**config.mk**
```make
export PLATFORM = sky130hd
export DESIGN_NAME = modn_pulse_gen
export DESIGN_NICKNAME = d
export VERILOG_FILES = /design/src/rtl/modn_pulse_gen.sv
export SDC_FILE = /design/constraint.sdc
export NUM_CORES = 1
export LEC_CHECK = 0
export CELL_PAD_IN_SITES_DETAIL_PLACEMENT = 0
export CELL_PAD_IN_SITES_GLOBAL_PLACEMENT = 1
export CORE_MARGIN = 2
export CORE_UTILIZATION = 41
export DETAILED_ROUTE_END_ITERATION = 8
export GPL_TIMING_DRIVEN = 0
export PLACE_DENSITY_LB_ADDON = 0.25
export SETUP_SLACK_MARGIN = 0.1
export SYNTH_ARGS = -nofsm -noshare
export SYNTH_HDL_FRONTEND = slang
export SYNTH_SLANG_ARGS = --single-unit
```
**constraint.sdc**
```tcl
create_clock -name clk -period 5.1 [get_ports clk]
set_input_delay 1.53 -clock clk [delete_from_list [all_inputs] [get_ports clk]]
set_output_delay 1.53 -clock clk [all_outputs]
set_load 0.01 [all_outputs]
```
**src/rtl/modn_pulse_gen.sv**
```systemverilog
// Programmable modulo-N tick generator: periodic divider or delayed one-shot,
// with pause, synchronous clear and optional one-shot retrigger.
module modn_pulse_gen #(
    parameter int WIDTH     = 8,
    parameter bit RETRIGGER = 1'b0
) (
    input  logic             clk,
    input  logic             rst,
    input  logic             en,
    input  logic             clr,
    input  logic             mode,
    input  logic             start,
    input  logic [WIDTH-1:0] div,
    output logic [WIDTH-1:0] count,
    output logic             pulse,
    output logic             busy
);

    typedef enum logic {
        IDLE = 1'b0,
        RUN  = 1'b1
    } state_t;

    state_t           state, state_n;
    logic [WIDTH-1:0] count_n;
    logic [WIDTH-1:0] div_q, div_q_n;
    logic             mode_q, mode_q_n;
    logic             pulse_n;

    logic [WIDTH-1:0] div_eff;
    logic             wrap;
    logic             retrig;

    // A divisor of 0 is treated as 1 so the wrap compare below never underflows.
    assign div_eff = (div == '0) ? WIDTH'(1) : div;
    assign wrap    = (count == div_q - WIDTH'(1));
    assign retrig  = RETRIGGER && mode_q && start;

    // NOTE: every next-state variable gets its hold value first so no path through
    // the case tree leaves one unassigned, which would infer a latch.
    always_comb begin
        state_n  = state;
        count_n  = count;
        div_q_n  = div_q;
        mode_q_n = mode_q;
        pulse_n  = 1'b0;

        if (clr) begin
            state_n = IDLE;
            count_n = '0;
        end else if (en) begin
            case (state)
                IDLE: begin
                    if (!mode || start) begin
                        state_n  = RUN;
                        div_q_n  = div_eff;
                        mode_q_n = mode;
                    end
                end
                RUN: begin
                    if (wrap) begin
                        count_n = '0;
                        pulse_n = 1'b1;
                        if (mode_q && !retrig) begin
                            state_n = IDLE;
                        end else begin
                            div_q_n  = div_eff;
                            mode_q_n = mode;
                        end
                    end else if (retrig) begin
                        count_n  = '0;
                        div_q_n  = div_eff;
                        mode_q_n = mode;
                    end else begin
                        count_n = count + WIDTH'(1);
                    end
                end
                default: state_n = IDLE;
            endcase
        end
    end

    // NOTE: state registers use non-blocking assignments so all of them update
    // together from values sampled before the edge.
    always_ff @(posedge clk or negedge rst) begin
        if (!rst) begin
            state  <= IDLE;
            count  <= '0;
            pulse  <= 1'b0;
            div_q  <= WIDTH'(1);
            mode_q <= 1'b0;
        end else begin
            state  <= state_n;
            count  <= count_n;
            pulse  <= pulse_n;
            div_q  <= div_q_n;
            mode_q <= mode_q_n;
        end
    end

    assign busy = (state == RUN);

endmodule
```
==> impl_metrics.env, run 1 <==
export IMPL_r2r_end="div_q[1]"
export IMPL_slew_headroom_pct=41.40
export IMPL_cts_made_buffers=3
export IMPL_final_antenna_net_count=0
export IMPL_multi_input_area_um2=654.4
export IMPL_hold_depth=2
export IMPL_ys_async_sr_fraction_pct=100.0
export IMPL_grtUsageMet3_pct=4.535
export IMPL_grt_antenna_before_repair=0
export IMPL_finalCriticalPeriod_ps=2961
export IMPL_die_area_um2=3306
export IMPL_syn_area_per_cell_um2=9.780
export IMPL_cts_buffer_depth=2
export IMPL_utilization_pct=53.73
export IMPL_drc_errors=0
export IMPL_final_nets=164
export IMPL_drtIter0Drc=51
export IMPL_tightest_slew_ps=876.3
export IMPL_gr_total_overflow=0
export IMPL_htreeDepth=1
export IMPL_power_mw=0.3834
export IMPL_dp_hpwl_mm=1.935
export IMPL_arrival_ps=3160
export IMPL_viasPerCell=5.539
export IMPL_clock_latency_ps=300
export IMPL_place_gp_congestion=0.7521
export IMPL_finClkSkew_ps=2.731
export IMPL_worstSetupStartpointType="primary input"
export IMPL_grt_pass1_wl_mm=4.312
export IMPL_status="completed"
export IMPL_postCtsResizedCells=0
export IMPL_root_buffer="clkbuf_4"
export IMPL_die_w_um=57.50
export IMPL_n_antenna_cell=0
export IMPL_setup_tns_ps=0
export IMPL_period_share_pct=58.05
export IMPL_rsz0062_at_grt="false"
export IMPL_synth_cell_type_count=40
export IMPL_portBuffers=23
export IMPL_synthCells=120
export IMPL_top_usage_layer="met2"
export IMPL_ys_seq_elements=19
export IMPL_drive_above_1_share_pct=11.56
export IMPL_crit_chain="clkdlybuf4s50_1, nand2b_1, a21oi_1, inv_1, o31a_1, buf_6, mux2_4"
export IMPL_fmax_mhz=337.8
export IMPL_r2r_start="div_q[0]"
export IMPL_synth_edf_count=0
export IMPL_first_pass_iters=4
export IMPL_first_global_vias=932
export IMPL_post_drt_wl_per_cell_um=14.57
export IMPL_start_util_pct=42.93
export IMPL_routed_wl_mm=2.593
export IMPL_ys_seq_area_share_pct=40.62
export IMPL_worstHoldStart="div_q[0]"
export IMPL_holdPathEnd="div_q[0]"
export IMPL_postCtsSetupBuffers=0
export IMPL_cts_hold_buffers_added=0
export IMPL_p_per_area_nw_per_um2=261.0
export IMPL_cp_slowest_cell="clkdlybuf4s50_1"
export IMPL_final_cell_area_um2=1469
export IMPL_grt_max_degree=20
export IMPL_met2_usage_pct=26.95
export IMPL_worst_path_max_fanout=8
export IMPL_seqCellArea_um2=476.7
export IMPL_vias=986
export IMPL_crit_path_max_incr_delay_ps=520
export IMPL_ir_drop_v=0.0002264
export IMPL_coreArea_um2=2734
export IMPL_drv_cap=0
export IMPL_gr_usage_all_layers_pct=16.94
export IMPL_stdcell_count=178
export IMPL_cts_tree="done"
export IMPL_syn_nets=136
export IMPL_grt_use_met1_pct=22.64
export IMPL_critPathCaptureType="flop"
export IMPL_die_height_um=57.50
export IMPL_ioPinCount=24
export IMPL_crit_type="primary input to flop"
export IMPL_setup_viol=0
export IMPL_rows=19
export IMPL_crit_required_ps=5300
export IMPL_rrSetupSlack_ps=2370
export IMPL_slew_viol_final=0
export IMPL_fillerInstances=256
export IMPL_dp_cells=174
export IMPL_layout_common_cells="clkdlybuf4s50_1, dfrtp_1, nand2_1"
export IMPL_cts_clk_slew_worst_paths_ps=110
export IMPL_crit_path_start="en"
export IMPL_clock_sinks=19
export IMPL_hold_class="flop to flop"
export IMPL_synth_area_um2=1174
export IMPL_synthFlopType="dfrtp_1"
export IMPL_reg2regPathDepth=8
export IMPL_area_growth_syn_to_layout_pct=25.16
export IMPL_dpl_cell_area_um2=1443
export IMPL_finalHoldViolations=0
export IMPL_cellLeakagePower_nw=0.6252
export IMPL_synth_yosys_warnings=0
export IMPL_final_common_cell="clkdlybuf4s50_1"
-- routing by layer --
layer / share of wire (%) / vias up / wire, um
met5: 0 / - / 0
met4: 1.2 / 0 / 31
met3: 3.6 / 4 / 94
met2: 49 / 18 / 1276
met1: 46 / 469 / 1190
li1: - / 495 / -
-- state kept, by name, indices dropped and copies added, names as in the netlist --
signal / cells
count: 8
div_q: 8
busy: 1
mode_q: 1
pulse: 1
-- cell type report --
cell class	count	share of cell area, %
Inverter	6	1.533
Buffer	3	1.363
Sequential cell	19	32.45
Timing Repair Buffer	23	15.67
Tap cell	31	2.641
Clock buffer	4	1.789
Multi-Input combinational cell	92	44.55
-- how the worst max path moves through the flow --
stage / endpoint
final: div_q[1]
after global routing: div_q[1]
after CTS: count[2]
after detailed placement: div_q[5]
after global placement: div_q[1]
after floorplan: div_q[1]
-- synth_stat cells (2+ instances only) --
library cell / number / share of area, %
dfrtp_1: 18 / 38
nand2_1: 12 / 3.8
mux2_4: 7 / 9.0
inv_1: 6 / 1.9
nand3_1: 6 / 2.6
nor2_1: 6 / 1.9
o21ai_0: 6 / 2.6
nor3_1: 5 / 2.1
xnor2_1: 5 / 3.7
a31oi_1: 4 / 2.1
and3_1: 4 / 2.1
a21oi_1: 3 / 1.3
mux2i_1: 3 / 2.6
nand2b_1: 3 / 1.6
xor2_1: 3 / 2.2
a32o_1: 2 / 1.7
ha_1: 2 / 2.1
nand3b_1: 2 / 1.3
nor2b_1: 2 / 1.1
-- critical path: cells and delay by family --
kind / cells / cell delay, ps
buffers and inverters: 3 / 750
AO/OA/AOI/OAI: 2 / 490
multiplexers: 1 / 300
AND/OR/NAND/NOR: 1 / 80
-- report_power, final --
group	switching (mW)	internal, mW	total (mW)	leakage, nW
clock network	0.0483	0.0305	0.0788	0.0150
logic	0.0457	0.0620	0.108	0.366
registers	0.0265	0.170	0.197	0.244
-- stage by stage --
stage,setup WS (ps),hold slack [ps]
final,2139,541.2
after global routing,2077,583.7
after CTS,2152,543.5
after detailed placement,1823,526.8
after global placement,1871,514.6
after floorplan,2403,488.7
-- logic make-up after synthesis --
family | share of synthesized area [%]
and+or+nand+nor | 21.96
xor gates and xnor gates | 5.970
DFF | 40.62
adders and majority gates | 2.132
muxes | 11.51
AOI/OAI and AO/OA | 14.18
buffers and inverters | 3.624
Note: power is estimated with default switching activity, not from simulation.
==> run 2, diff against run 1 <==
CORE_UTILIZATION = 34   (was 41)
clock period = 2.63 ns   (was 5.1 ns; I/O delays follow)
==> impl_metrics.env, run 2 (synthesized netlist as in run 1, its figures left out) <==
export IMPL_crit_path_start="div_q[2]"
export IMPL_dp_hpwl_mm=1.922
export IMPL_hold_depth=1
export IMPL_coreArea_um2=3337
export IMPL_gr_usage_all_layers_pct=14.21
export IMPL_hold_class="flop to flop"
export IMPL_cp_endpoint="div_q[4]"
export IMPL_setup_tns_ps=0
export IMPL_final_antenna_net_count=0
export IMPL_rows=21
export IMPL_first_global_vias=968
export IMPL_portBuffers=23
export IMPL_reg2regPathDepth=7
export IMPL_area_growth_syn_to_layout_pct=35.50
export IMPL_place_gp_congestion=0.7625
export IMPL_rrSetupSlack_ps=90
export IMPL_ioPinCount=24
export IMPL_r2r_start="div_q[2]"
export IMPL_final_nets=172
export IMPL_clock_sinks=19
export IMPL_grt_max_degree=20
export IMPL_layout_common_cells="clkdlybuf4s50_1, dfrtp_1, nand2_1"
export IMPL_reg_top3="count x8, div_q x8"
export IMPL_grt_antenna_before_repair=0
export IMPL_worst_path_max_fanout=8
export IMPL_die_height_um=62.75
export IMPL_setup_viol=0
export IMPL_slew_viol_final=0
export IMPL_critPathCaptureType="flop"
export IMPL_final_cell_area_um2=1590
export IMPL_drive_above_1_share_pct=20.00
export IMPL_crit_type="flop to flop"
export IMPL_drv_cap=0
export IMPL_post_drt_wl_per_cell_um=13.18
export IMPL_clock_latency_ps=300
export IMPL_n_antenna_cell=0
export IMPL_p_per_area_nw_per_um2=496.0
export IMPL_cts_clk_slew_worst_paths_ps=110
export IMPL_root_buffer="clkbuf_4"
export IMPL_status="completed"
export IMPL_viasPerCell=5.134
export IMPL_drc_errors=0
export IMPL_power_mw=0.7887
export IMPL_tightest_slew_ps=896.6
export IMPL_rsz0062_at_grt="true"
export IMPL_finalCriticalPeriod_ps=2537
export IMPL_die_area_um2=3938
export IMPL_slew_headroom_pct=40.04
export IMPL_fmax_mhz=394.1
export IMPL_die_w_um=62.75
export IMPL_worstSetupStartpointType="flop"
export IMPL_cellLeakagePower_nw=0.6872
export IMPL_r2r_end="div_q[4]"
export IMPL_finalHoldViolations=0
export IMPL_first_pass_iters=4
export IMPL_period_share_pct=96.48
export IMPL_whs_ps=535.8
export IMPL_cts_hold_buffers_added=0
export IMPL_final_common_cell="clkdlybuf4s50_1"
export IMPL_cts_tree="done"
export IMPL_gr_total_overflow=0
export IMPL_cts_made_buffers=3
export IMPL_grt_pass1_wl_mm=4.416
export IMPL_ir_drop_v=0.0002149
export IMPL_htreeDepth=1
export IMPL_arrival_ps=2740
export IMPL_finClkSkew_ps=4.207
export IMPL_vias=1032
export IMPL_cts_buffer_depth=2
export IMPL_crit_required_ps=2830
export IMPL_dpl_cell_area_um2=1461
export IMPL_start_util_pct=35.17
export IMPL_routed_wl_mm=2.649
export IMPL_drtIter0Drc=27
export IMPL_utilization_pct=47.66
run 2: layout make-up:
| class | count | area (um^2) |
|---|---|---|
| Buffer | 2 | 22.52 |
| Clock buffer | 4 | 26.28 |
| Fill cell | 349 | 1747 |
| Inverter | 6 | 22.52 |
| Multi-Input combinational cell | 92 | 684.4 |
| Sequential cell | 19 | 479.2 |
| Tap cell | 46 | 57.56 |
| Timing Repair Buffer | 32 | 297.8 |
run 2: worst min-delay path by stage:
stage                  start  slack [ps]        to
floorplan                rst         490      busy
global placement      mode_q         510    mode_q
detailed placement    mode_q         510    mode_q
CTS                   mode_q         540    mode_q
global route        div_q[0]         570  div_q[0]
finish                mode_q         540    mode_q
run 2: power breakdown:
group / leakage, nW / total (mW) / internal (mW) / switching (mW)
combinational: 0.430 / 0.256 / 0.145 / 0.111
sequential: 0.242 / 0.378 / 0.332 / 0.0463
clock: 0.0150 / 0.155 / 0.0592 / 0.0957
run 2: per-stage QoR:
step           instances  worst slack (ps)
3_5_place_dp         189            -109.3
5_1_grt              201             43.58
6_report             201             92.60
2_1_floorplan        120             110.7
3_3_place_gp         189            -42.27
4_1_cts              196             22.17
run 2: per-layer routing:
| metal | vias up | global-route usage, % | share of wire, % |
|---|---|---|---|
| li1 | 513 | - | - |
| met1 | 500 | 18.52 | 48 |
| met2 | 14 | 23.12 | 48 |
| met3 | 5 | 2.162 | 2.2 |
| met4 | 0 | 6.667 | 2.1 |
| met5 | - | 0 | 0 |
run 2: what timing repair did:
item	in CTS	in global routing
setup endpoints to repair	12	7
resized for setup	4	8
pin swaps	2	4
setup buffers	4	5
run 2: worst max-delay path: stages (launching register included):
cell,delay (ps)
dfrtp_2,420
or4_4,570
or4_4,450
o311ai_4,80
o211ai_2,140
o31a_1,320
buf_6,150
mux2_4,300
